### src/rtl/fifo_pkg.sv
// Shared helpers for the single-clock FIFO: pointer width function and status flag bundle.
package fifo_pkg;

  // Smallest pointer width able to address depth entries (at least one bit).
  function automatic int fifo_ptr_w(input int depth);
    int w;
    w = 1;
    while ((1 << w) < depth) w++;
    return w;
  endfunction

  typedef struct packed {
    logic full;
    logic empty;
    logic almost_full;
    logic almost_empty;
    logic overflow;
    logic underflow;
  } fifo_status_t;

endpackage

### src/rtl/sync_fifo_ctl_if.sv
// Handshake/status bundle between a FIFO client (master) and the FIFO controller (slave).
interface sync_fifo_ctl_if #(
  parameter int DATA_WIDTH = 8,
  parameter int DEPTH      = 16
);
  localparam int LW = $clog2(DEPTH) + 1;

  logic                  wr_en;
  logic [DATA_WIDTH-1:0] din;
  logic                  rd_en;
  logic [DATA_WIDTH-1:0] dout;
  logic                  full;
  logic                  empty;
  logic                  almost_full;
  logic                  almost_empty;
  logic [LW-1:0]         level;
  logic                  overflow;
  logic                  underflow;
  logic                  err_clr;

  modport master (
    output wr_en, din, rd_en, err_clr,
    input  dout, full, empty, almost_full, almost_empty, level, overflow, underflow
  );

  modport slave (
    input  wr_en, din, rd_en, err_clr,
    output dout, full, empty, almost_full, almost_empty, level, overflow, underflow
  );
endinterface

### src/rtl/fifo_mem.sv
// DEPTH x DATA_WIDTH register array: one synchronous write port, one asynchronous read port.
module fifo_mem import fifo_pkg::*; #(
  parameter int DATA_WIDTH = 8,
  parameter int DEPTH      = 16,
  parameter int PW         = 4
) (
  input  logic                  clk,
  input  logic                  we,
  input  logic [PW-1:0]         waddr,
  input  logic [DATA_WIDTH-1:0] wdata,
  input  logic [PW-1:0]         raddr,
  output logic [DATA_WIDTH-1:0] rdata
);
  logic [DEPTH-1:0][DATA_WIDTH-1:0] mem;

  // Not reset: the controller never exposes an entry it has not written.
  always_ff @(posedge clk)
    if (we) mem[waddr] <= wdata;

  assign rdata = mem[raddr];
endmodule

### src/rtl/sync_fifo_ctl.sv
// Single-clock FIFO controller with level, almost flags and sticky error flags.
// Define FIFO_FWFT_EN for first-word-fall-through reads; default is registered read.
module sync_fifo_ctl import fifo_pkg::*; #(
  parameter int DATA_WIDTH = 8,
  parameter int DEPTH      = 16,
  parameter int AF_THRESH  = DEPTH - 2,
  parameter int AE_THRESH  = 2
) (
  input  logic           clk,
  input  logic           rst,
  sync_fifo_ctl_if.slave bus
);
  localparam int PW = fifo_ptr_w(DEPTH);
  localparam int LW = $clog2(DEPTH) + 1;
  localparam logic [LW-1:0] DEPTH_L = LW'(DEPTH);
  localparam logic [LW-1:0] AF_L    = LW'(AF_THRESH);
  localparam logic [LW-1:0] AE_L    = LW'(AE_THRESH);
  localparam logic [PW-1:0] LAST    = PW'(DEPTH - 1);

  if (DEPTH < 2) begin : g_bad_depth
    $error("sync_fifo_ctl: DEPTH must be >= 2");
  end
  if (AF_THRESH < 1 || AF_THRESH > DEPTH) begin : g_bad_af
    $error("sync_fifo_ctl: AF_THRESH must be in 1..DEPTH");
  end
  if (AE_THRESH < 0 || AE_THRESH > DEPTH - 1) begin : g_bad_ae
    $error("sync_fifo_ctl: AE_THRESH must be in 0..DEPTH-1");
  end

  logic [PW-1:0]         wr_ptr, rd_ptr;
  logic [LW-1:0]         level_q, next_level;
  fifo_status_t          st;
  logic [DATA_WIDTH-1:0] rd_data;
  logic                  wr_acc, rd_acc;

  // Acceptance uses the registered flags, so full/empty arbitrate a same-cycle rd+wr.
  assign wr_acc = bus.wr_en && !st.full;
  assign rd_acc = bus.rd_en && !st.empty;

  always_comb begin
    next_level = level_q;
    if (wr_acc && !rd_acc)      next_level = level_q + 1'b1;
    else if (rd_acc && !wr_acc) next_level = level_q - 1'b1;
  end

  always_ff @(posedge clk) begin
    if (rst) begin
      wr_ptr  <= '0;
      rd_ptr  <= '0;
      level_q <= '0;
      st      <= '{full: 1'b0, empty: 1'b1, almost_full: 1'b0, almost_empty: 1'b1,
                   overflow: 1'b0, underflow: 1'b0};
    end else begin
      if (wr_acc) wr_ptr <= (wr_ptr == LAST) ? '0 : wr_ptr + 1'b1;
      if (rd_acc) rd_ptr <= (rd_ptr == LAST) ? '0 : rd_ptr + 1'b1;
      level_q         <= next_level;
      st.full         <= (next_level == DEPTH_L);
      st.empty        <= (next_level == '0);
      st.almost_full  <= (next_level >= AF_L);
      st.almost_empty <= (next_level <= AE_L);
      // Set beats clear so a rejection in the clearing cycle is not lost.
      if (bus.wr_en && st.full)  st.overflow <= 1'b1;
      else if (bus.err_clr)      st.overflow <= 1'b0;
      if (bus.rd_en && st.empty) st.underflow <= 1'b1;
      else if (bus.err_clr)      st.underflow <= 1'b0;
    end
  end

  fifo_mem #(.DATA_WIDTH(DATA_WIDTH), .DEPTH(DEPTH), .PW(PW)) u_mem (
    .clk   (clk),
    .we    (wr_acc),
    .waddr (wr_ptr),
    .wdata (bus.din),
    .raddr (rd_ptr),
    .rdata (rd_data)
  );

`ifdef FIFO_FWFT_EN
  assign bus.dout = st.empty ? '0 : rd_data;
`else
  logic [DATA_WIDTH-1:0] dout_q;

  always_ff @(posedge clk) begin
    if (rst)         dout_q <= '0;
    else if (rd_acc) dout_q <= rd_data;
  end

  assign bus.dout = dout_q;
`endif

  assign bus.full         = st.full;
  assign bus.empty        = st.empty;
  assign bus.almost_full  = st.almost_full;
  assign bus.almost_empty = st.almost_empty;
  assign bus.level        = level_q;
  assign bus.overflow     = st.overflow;
  assign bus.underflow    = st.underflow;
endmodule

### src/flat_wrapper.sv
// flat-port wrapper written by rule: the top's interface ports become plain ports
module sync_fifo_ctl_flat import fifo_pkg::*;
#(
  parameter int DATA_WIDTH = 8,
  parameter int DEPTH      = 16,
  parameter int AF_THRESH  = DEPTH - 2,
  parameter int AE_THRESH  = 2
)
  (clk, rst, bus_wr_en, bus_din, bus_rd_en, bus_err_clr, bus_dout, bus_full, bus_empty, bus_almost_full, bus_almost_empty, bus_level, bus_overflow, bus_underflow);
  sync_fifo_ctl_if #(.DATA_WIDTH(DATA_WIDTH), .DEPTH(DEPTH)) bus_i ();
  input  logic clk;
  input  logic rst;
  input wire logic [$bits(bus_i.wr_en)-1:0] bus_wr_en;
  input wire logic [$bits(bus_i.din)-1:0] bus_din;
  input wire logic [$bits(bus_i.rd_en)-1:0] bus_rd_en;
  input wire logic [$bits(bus_i.err_clr)-1:0] bus_err_clr;
  output wire logic [$bits(bus_i.dout)-1:0] bus_dout;
  output wire logic [$bits(bus_i.full)-1:0] bus_full;
  output wire logic [$bits(bus_i.empty)-1:0] bus_empty;
  output wire logic [$bits(bus_i.almost_full)-1:0] bus_almost_full;
  output wire logic [$bits(bus_i.almost_empty)-1:0] bus_almost_empty;
  output wire logic [$bits(bus_i.level)-1:0] bus_level;
  output wire logic [$bits(bus_i.overflow)-1:0] bus_overflow;
  output wire logic [$bits(bus_i.underflow)-1:0] bus_underflow;
  assign bus_i.wr_en = bus_wr_en;
  assign bus_i.din = bus_din;
  assign bus_i.rd_en = bus_rd_en;
  assign bus_i.err_clr = bus_err_clr;
  assign bus_dout = bus_i.dout;
  assign bus_full = bus_i.full;
  assign bus_empty = bus_i.empty;
  assign bus_almost_full = bus_i.almost_full;
  assign bus_almost_empty = bus_i.almost_empty;
  assign bus_level = bus_i.level;
  assign bus_overflow = bus_i.overflow;
  assign bus_underflow = bus_i.underflow;
  sync_fifo_ctl #(.DATA_WIDTH(DATA_WIDTH), .DEPTH(DEPTH), .AF_THRESH(AF_THRESH), .AE_THRESH(AE_THRESH)) u_core (.clk(clk), .rst(rst), .bus(bus_i));
endmodule
### config.mk
export PLATFORM = sky130hd
export DESIGN_NAME = sync_fifo_ctl_flat
export DESIGN_NICKNAME = d
export VERILOG_FILES = /design/src/rtl/fifo_pkg.sv /design/src/rtl/sync_fifo_ctl_if.sv /design/src/rtl/fifo_mem.sv /design/src/rtl/sync_fifo_ctl.sv /design/src/flat_wrapper.sv
export SDC_FILE = /design/constraint.sdc
export NUM_CORES = 1
export LEC_CHECK = 0
export ABC_AREA = 1
export CAP_MARGIN = 10
export CORE_ASPECT_RATIO = 1.75
export CORE_MARGIN = 5
export CORE_UTILIZATION = 35
export CTS_CLUSTER_DIAMETER = 120
export DETAILED_ROUTE_END_ITERATION = 6
export DONT_BUFFER_PORTS = 1
export SYNTH_ARGS = -nofsm -noshare
export SYNTH_HDL_FRONTEND = slang
export SYNTH_HIERARCHICAL = 1
export SYNTH_SLANG_ARGS = --single-unit
### constraint.sdc
create_clock -name clk -period 2 [get_ports clk]
set_input_delay 0.3 -clock clk [delete_from_list [all_inputs] [get_ports clk]]
set_output_delay 0.3 -clock clk [all_outputs]
set_load 0.01 [all_outputs]
Yosys cells after proc, flatten, opt, wreduce, memory -nomap -nowiden
Cells that the tools add are included.
- add/sub/neg operators: 4
- multipliers: 0
- div/mod/pow operators: 0
- order comparisons: 5
- eq/ne operators: 3
- shift-type cells: 0
- multiplexer cells: 12
- bitwise logic cells: 0
- reduce and logical (&&, ||, !) cells: 14
- operators by type and width (kind ; number):
    $bwmux W128 ; 1
    $bmux W8 S4 ; 1
    $demux W8 S4 ; 1
    $mux W8 ; 2
    $lt A4 B5 Y1 const B ; 2
    $mux W5 ; 2
    $add A4 B1 Y4 const B ; 2
    $eq A4 B4 Y1 const B ; 2
    $mux W4 ; 2
    $logic_and A1 B1 Y1 ; 7
    $add A5 B1 Y5 const B ; 1
    $eq A5 B5 Y1 const B ; 1
    $ge A5 B4 Y1 const B ; 1
    $le A5 B2 Y1 const B ; 1
    $logic_not A5 Y1 ; 1
    $sub A5 B1 Y5 const B ; 1
    $ge A4 B1 Y1 const B ; 1
    $logic_not A1 Y1 ; 4
    $reduce_bool A2 Y1 ; 2
    $mux W1 ; 3
- bits in registers: 155
- bits in latches: 0
- RAM bits: 0
- bits in read-only memories: 0
- input bits: 13
- output and inout port bits: 19
- memories: 0

Depth between registers and ports, before layout
Gate-level depths: netlist of the first run.
- depth in word-level cells: 7
- mapped depth: 10
- mapped depth without buffers: 10

Cells and area by module
The synthesis of the first run kept the hierarchy.
- by module, submodules not included (module ; instances ; cells an instance ; area an instance (sq um) ; sequential area each (sq um)):
    fifo_mem ; 1 ; 544 ; 5609.1 ; 3843.7
    sync_fifo_ctl ; 1 ; 171 ; 1252.5 ; 540.5

Least setup slack after synthesis of the first run
No wires, ideal clock.
- path type: register to register
- from: register u_core/bus.full (netlist name)
- to: register u_core/u_mem/mem[10] (netlist bit) (enable)
- library setup time: 370 ps
- arrival time: 1131 ps
- required time: 1630 ps
- setup slack: 498 ps
- cell stages (with the launch flop): 4
- buffers on the path: 0
- clock period less this slack: 1502 ps
- cell sequence: dfxtp_1 nor2_4 nand3_1 nor2_1
- word-level cells in the longest chain between the ends: 2
- RTL lines (item ; RTL line ; RTL):
    $logic_not A1 Y1 ; sync_fifo_ctl.sv:37 ; assign wr_acc = bus.wr_en && !st.full;
    $logic_and A1 B1 Y1 ; sync_fifo_ctl.sv:37 ;
    named net u_core.wr_acc ; sync_fifo_ctl.sv:34 ; logic wr_acc, rd_acc;
    end signal, assigned by index ; fifo_mem.sv:18 ; if (we) mem[waddr] <= wdata;
    end, declared ; fifo_mem.sv:14 ; logic [DEPTH-1:0][DATA_WIDTH-1:0] mem;
The timed path passes the listed nets, and every way through them passes these cells.
A chain may end at the register's enable or synchronous reset.

Worst setup path after layout of the first run
- from: register u_core/bus.full (netlist name)
- to: register u_core/u_mem/mem[77] (netlist bit) (enable)
- word-level cells in the longest chain between the ends: 2
- RTL lines (item ; RTL line):
    $logic_not A1 Y1 ; sync_fifo_ctl.sv:37
    $logic_and A1 B1 Y1 ; sync_fifo_ctl.sv:37
    named net u_core.wr_acc ; sync_fifo_ctl.sv:34
The timed path passes the listed nets, and every way through them passes these cells.

==> metrics.txt, run 1 <==
CTS tree done; Syn Area/Cell 9.60 um^2; FF-to-FF End u_core/u_mem/mem[77]; xor/xnor cell area share of the yosys netlist 0.255%; Total Wirelength 15.8 mm; R2R depth 4; DRT Pass-1 Iters 5; worst skew pair latency 0.42 ns; initial antenna violation count 0; Worst Setup SP u_core/bus.full; sequential fraction of the synthesis area 63.9%; Syn Nets 732; chip width 116 um; worst hold slack 0.0327 ns; fraction of the cycle the final worst path needs 80.9%; total track usage 14.4%; ANT cells 0; Cells after Synth 715; first-pass GRT wire length 24.5 mm; clk sinks 155; final setup vio count 0; Detailed Place HPWL 10.7 mm; share of cells above drive strength 1 10.7%; post-synthesis compound-gate area fraction 1.64%; GRT overflow 0; Starting Density 35.7%; list of most frequent post-synthesis cells nand2_1 (201), edfxtp_1 (128), inv_1 (121); vias in the first global route 4622; main combinational cell family by area after synthesis simple AND/OR/NAND/NOR gates; I/O pin total 32; Syn Std Cell Area 6860 um^2; clk root buf clkbuf_16; Pleak 3.31 nW; largest net degree at the start of global routing 35; max_cap viols 0; CTS buffer count 17; Avg WL per Cell 15.8 um; unrepaired setup endpoints after global routing no; vias per inst 4.72; PwrDens 962 nW/um^2; First DRT Iteration DRCs 299; htree depth 4; Placer Congestion 0.815; Worst VDD drop 0.919 mV; count leader, synth nand2_1; Worst path slowest cell dfxtp_1; Die H 195 um; Synth area leader edfxtp_1; number of enable flip-flop cells after synthesis 128; I/O Buffers 0; post-synthesis mux area share 0%; outcome finished clean; critical path endpoint u_core/u_mem/mem[77]; kind of start point of the critical path flop; Tmin final 1.62 ns; Max Slew Vio Count 0; post_cts resized 0; Synth Flop Type edfxtp_1; hold buffers post-CTS 9; Setup TNS 0 ns; Hold Fails Final Rpt 0; share of the synthesized area in the top cell type 56.0%; critical path class reg2reg; nets 760; Async S/R FF share, synth 0%; post-route ant nets 0; die area 22600 um^2; Netlist cell types 26; Synthesis Warnings 6; hold crit path type in2reg; via count 4708; crit path capture type flop; Simple-Gate Fraction of Synth Area 23.9%; critical-path cell list nor2_4, nand3_1, nor2_1, buf_4; Setup Fix Bufs, Post-CTS 0; Final Skew 0.00796 ns; core area 19200 um^2; Synth area leaders edfxtp_1 (56%), nand2_1 (11%), nand3_1 (8.1%), dfxtp_1 (7.9%), inv_1 (6.6%); data required time of the worst path 2.12 ns; adder-cell share of the synthesized area 0.729%; fmax 618 MHz; DRC violations left 0; slowest stage delay, CP 0.41 ns; worst-case clock buffer depth 2; r2r startpoint u_core/bus.full; Syn-to-layout area delta 14.4%; CP Max Fanout 9; row count 67; post-synthesis register bit count 155; Worst-path clk slew 0.06 ns; Worst-Margin Slew 0.792 ns; Slew headroom 47.0%; r2r setup slk 0.38 ns; Worst Path Arrival 1.74 ns
[routing by layer]
layer	share of wire (%)	wire length, um	vias up	GRT usage, %
li1	-	-	2342	-
met4	4.0	634	0	7.61
met1	38	5980	2208	15.7
met3	4.6	721	40	3.10
met2	53	8430	118	25.6
met5	0	0	-	0
[cell families after synthesis]
kind of cell    after synthesis
simple gates                379
fa+ha+maj                     4
flops                       155
xor+xnor                      2
buf+inv                     154
compound gates               21
[per-stage QoR]
stage | cell area [um^2] | worst slack, ns | std cells | power (mW) | utilization, %
after floorplan | 6860 | 0.498 | 715 | 4.40 | -
after global placement | 7210 | 0.397 | 956 | 4.64 | 37.6
after detailed placement | 7210 | 0.366 | 956 | 4.64 | 37.6
after CTS | 7850 | 0.358 | 997 | 7.63 | 40.9
after global routing | 7850 | 0.262 | 997 | 7.87 | 40.9
final | 7850 | 0.383 | 997 | 7.55 | 40.9
[worst min path at each step]
stage,startpoint,endpoint,slack (ns),depth (start not counted)
6_report,bus_rd_en,u_core/bus.underflow,0.03,2
5_1_grt,bus_wr_en,u_core/bus.overflow,0.04,2
4_1_cts,bus_rd_en,u_core/bus.underflow,0.009,2
3_5_place_dp,rst,u_core/bus.underflow,0.38,1
3_3_place_gp,rst,u_core/bus.overflow,0.37,1
2_1_floorplan,bus_din[0],u_core/u_mem/mem[0],0.40,0
[worst max-delay path, delay by kind of cell (launching register included)]
family                 cells  cell delay, ns
DFF                        1            0.41
buffers and inverters      1            0.22
and+or+nand+nor            3            0.68
[power breakdown]
group,internal [mW],total [mW],leakage (nW),switching (mW)
registers,3.59,3.68,1.38,0.0915
clock network,1.60,2.91,0.255,1.31
logic,0.300,0.957,1.68,0.657
total,5.49,7.55,3.31,2.06
[cells in the final DEF, fill, tap and decap left out, types with 2 or more instances in the layout]
cell / netlist / routed
clkinvlp_4: 0 / 4
ha_1: 4 / 4
clkbuf_16: 0 / 17
inv_1: 121 / 121
nor2_4: 3 / 3
dlygate4sd3_1: 0 / 9
o21ai_1: 2 / 2
a21oi_1: 4 / 4
nand2_2: 9 / 9
nand3b_1: 2 / 2
inv_2: 5 / 5
nor2_1: 47 / 47
xor2_1: 2 / 2
clkinv_4: 0 / 6
buf_12: 0 / 2
dfxtp_1: 27 / 26
a211oi_1: 2 / 2
inv_6: 0 / 2
buf_4: 3 / 26
nand2_1: 201 / 201
o21ai_0: 12 / 12
edfxtp_1: 128 / 128
nand3_1: 111 / 111
nor2_2: 2 / 2
[final cells by class]
cell class                      instances  area, um^2
Inverter                              126         473
Clock inverter                         15         120
Fill cell                            1831       11300
Sequential cell                       155        4390
Timing Repair Buffer                   37         325
Clock buffer                           17         425
Tap cell                              241         302
Multi-Input combinational cell        406        1820
[registers in the layout, summed over array words and instances (netlist names)]
name / flops
u_core/rd_ptr: 4
u_core/bus.overflow: 1
u_core/bus.almost_empty: 1
u_core/bus.underflow: 1
u_core/bus.level: 5
u_core/bus.full: 1
u_core/bus.empty: 1
u_core/bus.dout: 8
u_core/wr_ptr: 4
u_core/bus.almost_full: 1
u_core/u_mem/mem: 128
Power figures use the tool's default switching activity.
==> inputs of run 2 (changes only) <==
==> constraint.sdc (replaced) <==
create_clock -name clk -period 1.4 [get_ports clk]
set_input_delay 0.21 -clock clk [delete_from_list [all_inputs] [get_ports clk]]
set_output_delay 0.21 -clock clk [all_outputs]
set_load 0.01 [all_outputs]
==> run 2 against run 1 <==
Net effect: the flow now finishes with violations (negative setup slack); register-to-register slack got worse by 0.42 ns; die area did not move; critical path depth rose by 7; fmax rose by 12%; utilization rose by 4.5 points; sequential power rose by 43%; critical path type unchanged; critical endpoint is now u_core/bus.dout[7].
==> metrics.txt, run 2 (synthesis results as in run 1) <==
Final Skew 0.00940 ns (+0.00144 ns); hold crit path type in2reg; unrepaired setup endpoints after global routing yes; initial antenna violation count 0 (unchanged); CTS tree done; Tmin final 1.44 ns (-0.176 ns); htree depth 4 (unchanged); I/O Buffers 0 (unchanged); max reg flops 128 (unchanged); CP Max Fanout 6 (-3); Worst path slowest cell dfxtp_4; Most flops, register u_core/u_mem/mem; via count 4895 (+4.0%); nets 809 (+6.4%); DRT Pass-1 Iters 5 (unchanged); design area 8700 um^2 (+11%); worst skew pair latency 0.42 ns (about the same); critical path class reg2reg; clk root buf clkbuf_16; largest net degree at the start of global routing 21 (-40%); First DRT Iteration DRCs 335 (+12%); Detailed Place HPWL 11.4 mm (+7.1%); final setup vio count 4 (+4); first-pass GRT wire length 26.4 mm (+7.4%); Critical path buffers and inverters 3 (+2); Placer Congestion 0.833 (+2.2%); PwrDens 1360 nW/um^2 (+41%); Slew headroom 49.6% (+2.5 points); Placed Cells incl. Taps 991 (+3.7%); data required time of the worst path 1.71 ns (-0.41 ns); placed inst area 7510 um^2 (+4.2%); critical-path cell list inv_8, buf_12, buf_6, nand2_4, nand2_2, nand2_1, nand3_1, nand3_1, nand2_1, o21ai_2, nor2_1; final worst setup slack -0.0413 ns (-0.424 ns); Die H 195 um (unchanged); Max Slew Vio Count 0 (unchanged); Worst-Margin Slew 0.754 ns (-0.0376 ns); Total Wirelength 17.0 mm (+7.8%); Worst VDD drop 1.04 mV (+13%); kind of start point of the critical path flop; vias in the first global route 4918 (+6.4%); worst-case clock buffer depth 2 (unchanged); ANT cells 0 (unchanged); Starting Density 35.7% (unchanged); CTS buffer count 17 (unchanged); GRT overflow 0 (unchanged); Worst Path Arrival 1.75 ns (about the same); vias per inst 4.68 (-0.90%); post-layout util 45.3% (+4.5 points); core area 19200 um^2 (unchanged); clk sinks 155 (unchanged); failing checks negative setup slack; chip width 116 um (unchanged); Hold Fails Final Rpt 0 (unchanged); CP top delay family flip-flops; Worst-path clk slew 0.06 ns (about the same); row count 67 (unchanged); crit path capture type flop; outcome finished with violations; Avg WL per Cell 16.2 um (+2.7%); most frequent cells in the layout nand2_1 (191), edfxtp_1 (128), inv_1 (118), nand3_1 (93), buf_4 (54); most common cell after layout, fill and taps aside nand2_1; fmax 694 MHz (+12%); Filler cells 1722 (-6.0%); DRC violations left 0 (unchanged); Syn-to-layout area delta 26.8%; max_cap viols 0 (unchanged); I/O pin total 32 (unchanged); Pleak 3.70 nW (+12%); slowest stage delay, CP 0.42 ns (about the same); total track usage 15.7% (+1.2 points); share of cells above drive strength 1 22.0% (+11 points); die area 22600 um^2 (unchanged); post-route ant nets 0 (unchanged); fraction of the cycle the final worst path needs 103% (+22 points); Final Non-Filler Cells 1046 (+4.9%)
==> run 2: cell types whose count changed in the layout (fill, tap and decap cells not counted), sizes merged <==
cell,before,now
bufinv,0,3
dlygate4sd3,9,12
buf,28,72
bufbuf,0,1
clkbuf,17,20
clkinv,8,2
inv,129,130
==> run 2: timing repair <==
item | CTS | global route
hold buffers | 12 | 0
hold endpoints to repair | 136 | 0
resized for setup | 31 | 62
endpoints found under the setup margin | 51 | 64
cloned | 2 | 1
buffers inserted | 1 | 8
pin swaps | 5 | 17
==> run 2: area by class of cell <==
cell class	count	area, um^2	share of cell area, %
Clock buffer	19	453	5.20
Timing Repair Buffer	86	851	9.78
Multi-Input combinational cell	406	2060	23.6
Inverter	126	480	5.52
Sequential cell	155	4400	50.5
Tap cell	241	302	3.46
Clock inverter	13	164	1.88
==> run 2: path summary, 6_finish.rpt <==
| check | start | end | slack (ns) | depth (start not counted) |
|---|---|---|---|---|
| hold reg to reg | u_core/bus.dout[7] | u_core/bus.dout[7] | 0.54 | 2 |
| setup reg to reg | u_core/rd_ptr[0] | u_core/bus.dout[7] | -0.04 | 11 |
| hold / removal | rst | u_core/bus.empty | 0.05 | 3 |
| setup / recovery | u_core/rd_ptr[0] | u_core/bus.dout[7] | -0.04 | 11 |
==> run 2: routing by layer <==
metal	track usage (%)	part of all wire, %	vias to the layer above
met5	0	0	-
met4	9.16	4.0	0
met3	3.13	3.2	27
met2	28.4	55	107
met1	16.2	38	2320
li1	-	-	2441
==> run 2: where the power goes <==
part	internal (mW)	total, mW	switching (mW)
sequential	5.13	5.27	0.140
clock	2.91	4.72	1.81
combinational	0.780	1.84	1.06
total	8.82	11.8	3.01
==> run 2: tightest hold or removal path: cells and delay by family <==
family,cells,cell delay [ns]
simple gates,1,0.06
buf+inv,2,0.17
==> run 2: per-stage QoR <==
step           total power, mW  setup TNS [ns]  hold slack (ns)  worst slack [ns]
2_1_floorplan             6.29          -12.85            0.309            -0.102
3_3_place_gp              6.78          -0.879            0.282            -0.158
3_5_place_dp              6.79           -1.26            0.286            -0.152
4_1_cts                   11.7          -0.110           0.0332           -0.0320
5_1_grt                   12.3          -0.929           0.0590            -0.131
6_report                  11.8         -0.0704           0.0510           -0.0413
==> inputs of run 3 (changes only) <==
==> constraint.sdc (replaced) <==
create_clock -name clk -period 1.4 [get_ports clk]
set_input_delay 0.14 -clock clk [delete_from_list [all_inputs] [get_ports clk]]
set_output_delay 0.14 -clock clk [all_outputs]
set_load 0.01 [all_outputs]
==> run 3 against run 2 <==
Net effect: the run still ends with negative setup slack left; fmax is 0.22% lower; largest cell class unchanged; via count up 0.18%; cell count unchanged; sequential power hardly changed; highest routed layer unchanged; clock-buffer cell count is the same; combinational power about the same; register-to-register slack barely moved.
==> metrics.txt, run 3 (synthesis results as in run 1) <==
via count 4904 (+0.18%); CTS buffer count 17 (unchanged); R2R depth 11 (unchanged); unrepaired setup endpoints after global routing yes; Worst path slowest cell dfxtp_4; busiest grt layer met2; slowest stage delay, CP 0.42 ns (about the same); worst hold slack 0.160 ns (+0.109 ns); Max Slew Vio Count 0 (unchanged); First DRT Iteration DRCs 279 (-17%); Die H 195 um (unchanged); htree depth 4 (unchanged); DRT Pass-1 Iters 6 (+1); outcome finished with violations; GRT overflow 0 (unchanged); most common cell after layout, fill and taps aside nand2_1; initial antenna violation count 0 (unchanged); hold path depth 4 (+1); max_cap viols 0 (unchanged); Final Skew 0.00958 ns (+0.000183 ns); chip width 116 um (unchanged); post-route ant nets 0 (unchanged); kind of start point of the critical path flop; Worst VDD drop 1.04 mV (-0.39%); I/O Buffers 0 (unchanged); dpl ws -0.152 ns (unchanged); Hold Fails Final Rpt 0 (unchanged); Placer Congestion 0.833 (unchanged); M3 GR Usage 3.13% (unchanged); Worst-Margin Slew 0.792 ns (+0.0380 ns); r2r setup slk -0.04 ns (about the same); crit path capture type flop; design area 8700 um^2 (unchanged); PwrDens 1360 nW/um^2 (-0.11%); critical-path cell list inv_8, buf_12, buf_6, nand2_4, nand2_2, nand2_1, nand3_1, nand3_1, nand2_1, o21ai_2, nor2_1; worst skew pair latency 0.42 ns (about the same); share of cells above drive strength 1 22.0% (unchanged); final worst setup slack -0.0444 ns (-0.00314 ns); die area 22600 um^2 (unchanged); total track usage 15.6% (-0.032 points); vias in the first global route 4918 (unchanged); largest net degree at the start of global routing 21 (unchanged); Min-Delay Endpoint u_core/rd_ptr[1]; row count 67 (unchanged); nets 809 (unchanged); placed inst area 7510 um^2 (unchanged); Detailed Place HPWL 11.4 mm (unchanged); core area 19200 um^2 (unchanged); Starting Density 35.7% (unchanged); met1 GRT Util 16.2% (unchanged); clk sinks 155 (unchanged); first-pass GRT wire length 26.3 mm (-0.13%); CP Max Fanout 6 (unchanged); hold_sp bus_rd_en; max reg flops 128 (unchanged); critical path class reg2reg; FF-to-FF End u_core/bus.dout[7]; vias per inst 4.69 (+0.18%); fraction of the cycle the final worst path needs 103% (+0.22 points); hold crit path type in2reg; DRC violations left 0 (unchanged); I/O pin total 32 (unchanged); Setup TNS -0.0872 ns (-0.0168 ns); failing checks negative setup slack; Avg WL per Cell 16.2 um (-0.49%); Tmin final 1.44 ns (+0.00314 ns); fmax 692 MHz (-0.22%); clk root buf clkbuf_16; CTS tree done; Syn-to-layout area delta 26.8% (unchanged); met2 track demand over resource 28.3% (-0.11 points); data required time of the worst path 1.71 ns (about the same); Total Wirelength 16.9 mm (-0.49%); Slew headroom 47.0% (-2.5 points); r2r startpoint u_core/rd_ptr[0]; Most flops, register u_core/u_mem/mem; ANT cells 0 (unchanged); Worst-path clk slew 0.06 ns (about the same); most frequent cells in the layout nand2_1 (191), edfxtp_1 (128), inv_1 (118), nand3_1 (93), buf_4 (54); Worst Path Arrival 1.75 ns (about the same); worst-case clock buffer depth 2 (unchanged); Design Power 11.8 mW (-0.11%); final setup vio count 4 (unchanged); Pleak 3.70 nW (unchanged)
## run 3: cell counts in the layout (fill, tap and decap cells not counted)
No cell type changed its count.
## run 3: critical path: cells and delay by family (launching register included)
| family | cells | cell delay (ns) |
|---|---|---|
| flops | 1 | 0.42 |
| simple gates | 7 | 0.41 |
| buf+inv | 3 | 0.32 |
| compound gates | 1 | 0.17 |
## run 3: layout make-up
class / count / area, um^2
repair buffers: 86 / 851
fillers: 1722 / 10500
multi-input cells: 406 / 2060
clock buffers: 19 / 453
inverters: 126 / 480
clock inverters: 13 / 164
flip-flops and latches: 155 / 4400
well taps: 241 / 302
## run 3: report_power, final
part           total [mW]  internal, mW  switching (mW)
clock                4.71          2.91            1.80
sequential           5.27          5.13           0.140
combinational        1.84         0.779            1.06
total                11.8          8.82            3.00
## run 3: metrics by stage
stage / utilization (%) / cells
floorplan: - / 715
global placement: 39.1 / 991
detailed placement: 39.1 / 991
CTS: 43.8 / 1038
global route: 45.3 / 1046
finish: 45.3 / 1046
## run 3: layer usage
layer	vias to the layer above	wire length, um
li1	2441	-
met1	2324	6290
met2	108	9330
met3	31	609
met4	0	681
met5	-	0
## run 3: worst max-delay path by stage
stage                          start              endpoint  slack (ns)  cells after the start
floorplan            u_core/bus.full  u_core/u_mem/mem[10]       -0.10                      3
global placement    u_core/rd_ptr[0]    u_core/bus.dout[7]       -0.16                     11
detailed placement  u_core/rd_ptr[0]    u_core/bus.dout[7]       -0.15                     11
CTS                 u_core/rd_ptr[0]    u_core/bus.dout[7]       -0.03                     11
global route        u_core/rd_ptr[0]    u_core/bus.dout[2]       -0.13                      9
finish              u_core/rd_ptr[0]    u_core/bus.dout[7]       -0.04                     11
## run 3: repair_timing
action | 4_1_cts | 5_1_grt
endpoints found under the hold margin | 138 | 0
pin swaps | 5 | 17
gates cloned | 2 | 1
buffers inserted | 1 | 8
setup endpoints to repair | 51 | 64
hold buffers | 12 | 0
gates resized for setup | 31 | 62
